<file path="src/rtl/mem_access_pkg.sv">
// Shared encodings for the MEM stage: access widths, load/store flag,
// FSM states, the stage-register layout and the alignment rule.
package mem_access_pkg;

  localparam logic [1:0] MEM_BYTE  = 2'b00;
  localparam logic [1:0] MEM_HALF  = 2'b01;
  localparam logic [1:0] MEM_WORD  = 2'b10;

  localparam logic MEM_LOAD  = 1'b0;
  localparam logic MEM_STORE = 1'b1;

  typedef enum logic {
    ST_IDLE = 1'b0,
    ST_REQ  = 1'b1
  } state_t;

  typedef struct packed {
    logic [31:0] reg_wdata;
    logic [4:0]  reg_waddr;
    logic        reg_we;
    logic [31:0] csr_wdata;
    logic [11:0] csr_waddr;
    logic        csr_we;
    logic        mtype;
    logic        mem_rw;
    logic [1:0]  mem_width;
    logic        mem_rdtype;
    logic [31:0] mem_addr;
    logic [31:0] mem_wr_data;
  } stage_t;

  // Width code 11 is handled as a word access.
  function automatic logic mem_misaligned(input logic [1:0] width,
                                          input logic [1:0] addr_lo);
    case (width)
      MEM_BYTE: return 1'b0;
      MEM_HALF: return addr_lo[0];
      default:  return addr_lo != 2'b00;
    endcase
  endfunction

endpackage

</file>
<file path="src/rtl/mem_lsu_align.sv">
// Byte-lane logic for the MEM stage: store strobes and lane replication,
// load lane extraction with sign/zero extension, and misalign detection.
module mem_lsu_align
  import mem_access_pkg::*;
(
  input  logic [1:0]  i_width,
  input  logic [1:0]  i_addr_lo,
  input  logic        i_rdtype,
  input  logic [31:0] i_wr_data,
  input  logic [31:0] i_rdata,
  output logic [3:0]  o_wstrb,
  output logic [31:0] o_wdata,
  output logic [31:0] o_ld_data,
  output logic        o_misalign
);

  logic [7:0]  w_byte;
  logic [15:0] w_half;

  assign o_misalign = mem_misaligned(i_width, i_addr_lo);

  always_comb begin
    o_wstrb = 4'b1111;
    o_wdata = i_wr_data;
    case (i_width)
      MEM_BYTE: begin
        o_wstrb = 4'b0001 << i_addr_lo;
        o_wdata = {4{i_wr_data[7:0]}};
      end
      MEM_HALF: begin
        o_wstrb = 4'b0011 << {i_addr_lo[1], 1'b0};
        o_wdata = {2{i_wr_data[15:0]}};
      end
      default: ;
    endcase
  end

  always_comb begin
    w_byte = i_rdata[7:0];
    case (i_addr_lo)
      2'd1:    w_byte = i_rdata[15:8];
      2'd2:    w_byte = i_rdata[23:16];
      2'd3:    w_byte = i_rdata[31:24];
      default: ;
    endcase
  end

  assign w_half = i_addr_lo[1] ? i_rdata[31:16] : i_rdata[15:0];

  // rdtype 1 selects zero extension.
  always_comb begin
    o_ld_data = i_rdata;
    case (i_width)
      MEM_BYTE: o_ld_data = {{24{w_byte[7] & ~i_rdtype}}, w_byte};
      MEM_HALF: o_ld_data = {{16{w_half[15] & ~i_rdtype}}, w_half};
      default:  ;
    endcase
  end

endmodule

</file>
<file path="src/rtl/mem_access.sv">
// MEM stage: latches EX results, runs the Dcache handshake and stalls the
// pipeline while an access is outstanding.
//   state   | meaning
//   ST_IDLE | stage holds a non-memory op or a finished/faulted memory op
//   ST_REQ  | Dcache request outstanding, pipeline frozen
module mem_access
  import mem_access_pkg::*;
#(
  parameter int XLEN = 32
) (
  input  logic            clk,
  input  logic            rst_n,
  input  logic [XLEN-1:0] ex_reg_wdata_i,
  input  logic [4:0]      ex_reg_waddr_i,
  input  logic            ex_reg_we_i,
  input  logic [XLEN-1:0] ex_csr_wdata_i,
  input  logic [11:0]     ex_csr_waddr_i,
  input  logic            ex_csr_we_i,
  input  logic            ex_mtype_i,
  input  logic            ex_mem_rw_i,
  input  logic [1:0]      ex_mem_width_i,
  input  logic            ex_mem_rdtype_i,
  input  logic [XLEN-1:0] ex_mem_addr_i,
  input  logic [XLEN-1:0] ex_mem_wr_data_i,
  output logic            mem_dcache_req_o,
  output logic            mem_dcache_we_o,
  output logic [XLEN-1:0] mem_dcache_addr_o,
  output logic [3:0]      mem_dcache_wstrb_o,
  output logic [XLEN-1:0] mem_dcache_wdata_o,
  input  logic            dcache_ack_i,
  input  logic [XLEN-1:0] dcache_rdata_i,
  output logic            mem_stall_o,
  output logic            mem_misalign_o,
  output logic [XLEN-1:0] mem_reg_wdata_o,
  output logic [4:0]      mem_reg_waddr_o,
  output logic            mem_reg_we_o,
  output logic [XLEN-1:0] mem_csr_wdata_o,
  output logic [11:0]     mem_csr_waddr_o,
  output logic            mem_csr_we_o
);

  state_t      r_state;
  state_t      w_state_nxt;
  stage_t      r_s;
  stage_t      w_ex;
  logic [31:0] r_ld_data;
  logic [3:0]  w_wstrb;
  logic [31:0] w_wdata;
  logic [31:0] w_ld_ext;
  logic        w_align_err;
  logic        w_in_req;
  logic        w_misalign;
  logic        w_is_load;
  logic        w_is_store;

  assign w_ex = '{reg_wdata:   ex_reg_wdata_i,
                  reg_waddr:   ex_reg_waddr_i,
                  reg_we:      ex_reg_we_i,
                  csr_wdata:   ex_csr_wdata_i,
                  csr_waddr:   ex_csr_waddr_i,
                  csr_we:      ex_csr_we_i,
                  mtype:       ex_mtype_i,
                  mem_rw:      ex_mem_rw_i,
                  mem_width:   ex_mem_width_i,
                  mem_rdtype:  ex_mem_rdtype_i,
                  mem_addr:    ex_mem_addr_i,
                  mem_wr_data: ex_mem_wr_data_i};

  mem_lsu_align u_align (
    .i_width    (r_s.mem_width),
    .i_addr_lo  (r_s.mem_addr[1:0]),
    .i_rdtype   (r_s.mem_rdtype),
    .i_wr_data  (r_s.mem_wr_data),
    .i_rdata    (dcache_rdata_i),
    .o_wstrb    (w_wstrb),
    .o_wdata    (w_wdata),
    .o_ld_data  (w_ld_ext),
    .o_misalign (w_align_err)
  );

  assign w_in_req   = (r_state == ST_REQ);
  assign w_misalign = r_s.mtype & w_align_err;
  assign w_is_load  = r_s.mtype & (r_s.mem_rw == MEM_LOAD);
  assign w_is_store = r_s.mtype & (r_s.mem_rw == MEM_STORE);

  always_ff @(posedge clk) begin
    if (!rst_n) begin
      r_state   <= ST_IDLE;
      r_s       <= '0;
      r_ld_data <= '0;
    end else begin
      r_state <= w_state_nxt;
      if (!w_in_req) r_s <= w_ex;
      if (w_in_req && dcache_ack_i && w_is_load) r_ld_data <= w_ld_ext;
    end
  end

  always_comb begin
    w_state_nxt = r_state;
    case (r_state)
      ST_IDLE: if (ex_mtype_i && !mem_misaligned(ex_mem_width_i, ex_mem_addr_i[1:0]))
                 w_state_nxt = ST_REQ;
      ST_REQ:  if (dcache_ack_i) w_state_nxt = ST_IDLE;
      default: w_state_nxt = ST_IDLE;
    endcase
  end

  // Dcache signals are gated so a bubble stage shows an all-zero bus.
  assign mem_dcache_req_o   = w_in_req;
  assign mem_dcache_we_o    = w_in_req & r_s.mem_rw;
  assign mem_dcache_addr_o  = w_in_req ? {r_s.mem_addr[31:2], 2'b00} : '0;
  assign mem_dcache_wstrb_o = w_in_req ? w_wstrb : 4'b0000;
  assign mem_dcache_wdata_o = w_in_req ? w_wdata : '0;

  assign mem_stall_o    = w_in_req;
  assign mem_misalign_o = w_misalign;

  assign mem_reg_wdata_o = w_is_load ? r_ld_data : r_s.reg_wdata;
  assign mem_reg_waddr_o = r_s.reg_waddr;
  assign mem_reg_we_o    = ~w_in_req & r_s.reg_we & ~w_is_store & ~w_misalign;
  assign mem_csr_wdata_o = r_s.csr_wdata;
  assign mem_csr_waddr_o = r_s.csr_waddr;
  assign mem_csr_we_o    = ~w_in_req & r_s.csr_we & ~w_misalign;

endmodule

</file>
<file path="config.mk">
export PLATFORM = sky130hd
export DESIGN_NAME = mem_access
export DESIGN_NICKNAME = d
export VERILOG_FILES = /design/src/rtl/mem_access_pkg.sv /design/src/rtl/mem_lsu_align.sv /design/src/rtl/mem_access.sv
export SDC_FILE = /design/constraint.sdc
export NUM_CORES = 1
export LEC_CHECK = 0
export CAP_MARGIN = 20
export CELL_PAD_IN_SITES_DETAIL_PLACEMENT = 1
export CELL_PAD_IN_SITES_GLOBAL_PLACEMENT = 2
export CORE_AREA = 2 2 242 149
export DETAILED_ROUTE_END_ITERATION = 6
export DIE_AREA = 0 0 244 151
export GPL_TIMING_DRIVEN = 1
export MAX_ROUTING_LAYER = met4
export PLACE_DENSITY = 0.82
export SLEW_MARGIN = 40
export SYNTH_ARGS = -nofsm -noshare
export SYNTH_HDL_FRONTEND = slang
export SYNTH_SLANG_ARGS = --single-unit
</file>
<file path="constraint.sdc">
create_clock -name clk -period 2.2 [get_ports clk]
set_clock_uncertainty 0.2 [all_clocks]
set_input_delay 0.33 -clock clk [delete_from_list [all_inputs] [get_ports clk]]
set_output_delay 0.33 -clock clk [all_outputs]
set_load 0.02 [all_outputs]
</file>
# Word-level counts from Yosys, hierarchy flattened
# Cells that the tools add are included.
[word_totals]
ff_bits = 185
inputBits = 187
out_inout_bits = 155
word_cells = 60
[classes]
n_eq_ne = 5
shift = 2
n_mux = 15
bitwise = 16
reduce_logical = 8
[ops]
columns = ["op", "count"]
rows = [
  ["32-bit one-hot mux with 2 select lines", 2],
  ["32-bit two-way mux", 3],
  ["8-bit one-hot mux with 3 select lines", 1],
  ["16-bit two-way mux", 1],
  ["1-bit bitwise AND", 11],
  ["4-bit one-hot mux with 2 select lines", 1],
  ["2-bit by 1-bit == test with 1-bit output (second input constant)", 3],
  ["1-bit one-hot mux with 2 select lines", 3],
  ["1-bit inverter", 5],
  ["2-bit == test (second input constant)", 2],
  ["2-bit zero test", 2],
  ["4-bit two-way mux", 1],
  ["2-bit nonzero test", 2],
  ["1-bit by 2-bit << shifter with 4-bit output (first input constant)", 1],
  ["2-bit by 2-bit << shifter with 4-bit output (first input constant)", 1],
  ["1-bit logical AND", 3],
  ["1-bit two-way mux", 3],
  ["1-bit zero test", 1],
]

# Logic depth before layout (Yosys ltp)
[logic_depth]
word_depth = 7
ltp_mapped = 7
mapped_depth_nobuf = 4

# Modules after synthesis
# Synthesis repeated with hierarchy kept, for this count alone.
[hier_totals]
hier_cells = 1002
area_unflattened_um2 = 9640.5
[by_module_without_submodules]
columns = ["mod", "instances", "cells_each", "area_per_inst_um2", "seq_area_each_um2"]
rows = [
  ["mem_access", 1, 805, 8340.5, 3703.6],
  ["mem_lsu_align", 1, 197, 1300.0, 0.0],
]

# Worst setup path after synthesis
# OpenSTA, ideal clock, no wires.
[synth_timing]
path_kind = "flip-flop to output port"
from = "register r_state (netlist: mem_dcache_req_o)"
to = "output port mem_dcache_wdata_o[16]"
arrival_ps = 1716
required_ps = 1670
path_slack_ps = -46
path_stages_with_launch = 6
path_cell_list = "dfxtp_1 -> clkbuf_1 -> clkbuf_1 -> buf_2 -> clkbuf_1 -> nor2b_1"
[synth_between]
elab_chain_cells = 1
[synth_rtl]
columns = ["item", "line_no", "text"]
rows = [
  ["start, declared", "mem_access.sv:42", "state_t r_state;"],
  ["start signal, assigned", "mem_access.sv:92", "r_state <= w_state_nxt;"],
  ["32-bit two-way mux", "mem_access.sv:113", "assign mem_dcache_wdata_o = w_in_req ? w_wdata : '0;"],
  ["end, declared", "mem_access.sv:29", "output logic [XLEN-1:0] mem_dcache_wdata_o,"],
]
# Every way passes these cells.

# Final worst setup path
[layout_timing]
from = "register r_s[68] (netlist name)"
to = "output port mem_reg_wdata_o[24]"
[layout_between]
elab_chain_cells = 2
[layout_rtl]
columns = ["item", "line_no", "text"]
rows = [
  ["start, declared", "mem_access.sv:44", "stage_t r_s;"],
  ["start signal, assigned", "mem_access.sv:93", "if (!w_in_req) r_s <= w_ex;"],
  ["1-bit bitwise AND", "mem_access.sv:83", "assign w_is_load = r_s.mtype & (r_s.mem_rw == MEM_LOAD);"],
  ["32-bit two-way mux", "mem_access.sv:118", "assign mem_reg_wdata_o = w_is_load ? r_ld_data : r_s.reg_wdata;"],
  ["end, declared", "mem_access.sv:34", "output logic [XLEN-1:0] mem_reg_wdata_o,"],
]
# Every way passes these cells.

==> metrics.md <==
| Metric | Value |
|---|---|
| Status | `finished, violations left` |
| Failing checks | `negative setup slack` |
| Post-place instance area | `12620 um2` |
| All-Layer GR Usage | `18.51%` |
| CP Capture Type | `output pin` |
| Leading cell types in the layout, fill and taps excluded | `clkdlybuf4s50_1 (234), dfxtp_1 (179), nor2b_1 (163)` |
| Final min period | `2.322 ns` |
| RSZ-0062 raised after global routing | `true` |
| Worst path buffer plus inverter count | `4` |
| Post-layout nets | `1442` |
| Final instance area | `13790 um2` |
| Syn_area_per_cell | `9.487 um2` |
| Hold path depth | `2` |
| CTS Root Cell | `clkbuf_16` |
| Gpl congestion | `0.7958` |
| Via count | `7713` |
| Largest family of logic cells by synthesized area | `multiplexers` |
| Clock sinks | `roughly 190` |
| Post-Synth Simple-Gate Area | `18.77%` |
| Worst-path clk slew | `0.07 ns` |
| Synth Area in Compound Gates | `12.16%` |
| Post-synthesis adder-cell area fraction | `0%` |
| Maximum Capacitance Violations | `0` |
| CTS H-tree depth | `4` |
| Vias per cell | `around 4.4` |
| Asr flop ratio synth | `0%` |
| Yosys top cell area share | `between 40% and 50%` |
| HPWL after detailed placement | `24280 um` |
| Slowest cell on crit path | `dfxtp_2` |
| Row cnt | `between 50 and 60` |
| Syn Std Cell Area | `8899 um2` |
| Xor/xnor share of the synthesized area | `0%` |
| Worst Setup SP | `r_s[68]$_SDFFE_PN0N_` |
| FF+latch count, synth | `185` |
| Worst r2r path cells | `6` |
| Mapped Cells | `938` |
| Fillers | `roughly 4000` |
| Routed Antenna Nets | `0` |
| Worst-Margin Slew | `just over 0.5 ns` |
| Die Area | `36840 um2` |
| Yosys warnings | `0` |
| Pre-CTS WS | `-0.04853 ns` |
| Critical-path maximum fanout | `6` |
| Die width | `about 240 um` |
| Initial core utilization | `25.76%` |
| Port Buffers | `between 300 and 400` |
| Synth area leaders | `dfxtp_1 (42%), mux2i_1 (15%), nor2b_1 (12%)` |
| Setup TNS | `-2.541 ns` |
| Peak supply drop | `0.5580 mV` |
| Largest net degree at the start of global routing | `between 60 and 70` |
| 1st-iter DRT viols | `264` |
| DRC Markers | `0` |
| Worst hold path class | `input port to register` |
| TritonCTS clock tree | `built` |
| Max Clock Freq | `430.6 MHz` |
| CTS Hold Bufs | `0` |
| Leakage | `0.005430 uW` |
| Crit Path Category | `register to output pin` |
| Final Hold Vio Count | `0` |
| CP cell instances | `nor2b_4 > buf_12 > buf_12 > buf_12 > mux2_4 > buf_6` |
| Top FF cell, synth | `dfxtp_1` |
| First-pass GRT wire length | `around 50000 um` |
| Yosys top cell by area | `dfxtp_1` |
| FF-to-FF setup slack | `~0.080 ns` |
| Worst path required time | `1.67 ns` |
| Die Y | `about 150 um` |
| Worst path depth | `6` |
| Final cycle utilization of the critical path | `105.6%` |
| CORE AREA | `approximately 35000 um2` |
| WP data arrival | `roughly 1.8 ns` |
| Max Slew Vio Count | `0` |
| Commonest non-fill, non-tap cell in the layout | `clkdlybuf4s50_1` |
| Total gr overflow | `0` |
| Final setup fails | `30` |
| CP peak stage delay | `0.33 ns` |
| Distinct cells, synth | `36` |
| Cell mode on critical path | `buf_12` |
| Mux share of post-synthesis cell area | `19.01%` |
| Post-synth EDFFs | `0` |
| Clk_lat worst skew | `0.45 ns` |
| Share of post-route cells with drive strength above 1 | `between 20 and 25%` |
| Post-Route WL | `34150 um` |
| P&R area growth vs syn | `54.99%` |
| Pre-antenna DRT Iters | `4` |
| Slew margin rel. | `65.56%` |
| Vias in the first global route | `8036` |
| Boundary Pins | `between 300 and 400` |
| Initial antenna violation count | `8` |
| TritonCTS Buffers | `17` |
| Worst R2R Start | `r_s[65]$_SDFFE_PN0N_` |
| CP delay by family, top | `buffers and inverters` |
| Setup ws final | `-0.1224 ns` |
| Setup crit end | `mem_reg_wdata_o[24]` |
| Per-cell routed wire length | `19.61 um` |
| Clock Path Buffers | `2` |
| Pwr dens | `647.9 nW/um2` |
| Seq/Total Area, Yosys | `a little over two fifths` |
| Crit Reg-Reg Endpoint | `r_ld_data[4]$_SDFFE_PN0P_` |
| Worst setup SP type | `register` |
worst min path at each step:
stage,endpoint,startpoint
global route,r_s[66]$_SDFFE_PN0N_,rst_n
detailed placement,r_ld_data[15]$_SDFFE_PN0P_,r_ld_data[15]$_SDFFE_PN0P_
CTS,mem_dcache_req_o$_SDFF_PN0_,rst_n
floorplan,r_ld_data[15]$_SDFFE_PN0P_,r_ld_data[15]$_SDFFE_PN0P_
global placement,r_ld_data[1]$_SDFFE_PN0P_,r_ld_data[1]$_SDFFE_PN0P_
finish,r_s[33]$_SDFFE_PN0N_,rst_n
final cells by class:
cell class              count  area [um2]  share of cell area (%)
multi-input cells         622        4691                   34.01
diodes                      7       17.52                  0.1270
repair buffers            421        4153                   30.11
flip-flops and latches    185        3719                   26.96
clock inverters            13       165.2                   1.197
well taps                 467       584.3                   4.237
inverters                   8       30.03                  0.2177
clock buffers              19       432.9                   3.139
flip-flops by register name (all words and copies together) (netlist names):
register and count:
mem_dcache_req_o 1, r_s 103, r_ld_data 32, mem_reg_waddr_o 5, mem_csr_wdata_o 32, mem_csr_waddr_o 12
kinds of logic (layout without fill, tap and decap cells):
family | Yosys count | in the layout
muxes | 165 | 165
buffers and inverters | 132 | 461
and+or+nand+nor | 286 | 286
DFF | 185 | 185
AOI/OAI and AO/OA | 169 | 169
other | 1 | 9
power by group:
part / switching [uW] / internal, uW
Combinational: 875 / 1100
Clock: 1480 / 1800
Sequential: 122 / 3550
timing repair:
item	4_1_cts	5_1_grt
resized for setup	437	107
buffers inserted	25	7
pin swaps	1	1
setup endpoints to repair	145	95
cloned	4	3
worst register-to-register path, cell delays in order, from the launching register on:
cell and delay [ns]:
dfxtp_4 0.38, buf_6 0.15, nand2b_4 0.14, buf_4 0.17, or2_1 0.33, a211o_1 0.37
a32o_1 0.28
cell usage after synthesis (all sizes together) (9+ instances only):
master / n
dfxtp: 185
nand2: 45
mux2: 32
mux2i: 133
clkbuf: 41
o21ai: 43
nor2b: 173
and2: 49
a21boi: 9
o21a: 42
buf: 83
a21oi: 43
metal layers:
layer | global-route usage (%) | wire length [um] | up-vias
li1 | - | - | 3762
met1 | 24.19 | 16310 | 3711
met2 | 27.13 | 14790 | 221
met3 | 6.148 | 2675 | 19
met4 | 5.305 | 384 | 0
met5 | - | 0 | -
stage by stage:
step | total power [uW] | hold WS (ns) | instances | util [%]
floorplan | 4689 | 0.2194 | 939 | -
global placement | 5475 | 0.2751 | 1666 | 36.54
detailed placement | 5515 | 0.2875 | 1666 | 36.54
CTS | 9008 | 0.009602 | 1726 | 39.50
global route | 9364 | 0.02921 | 1742 | 39.92
finish | 8936 | 0.04441 | 1742 | 39.92
Note: power is estimated with default switching activity, not from simulation.
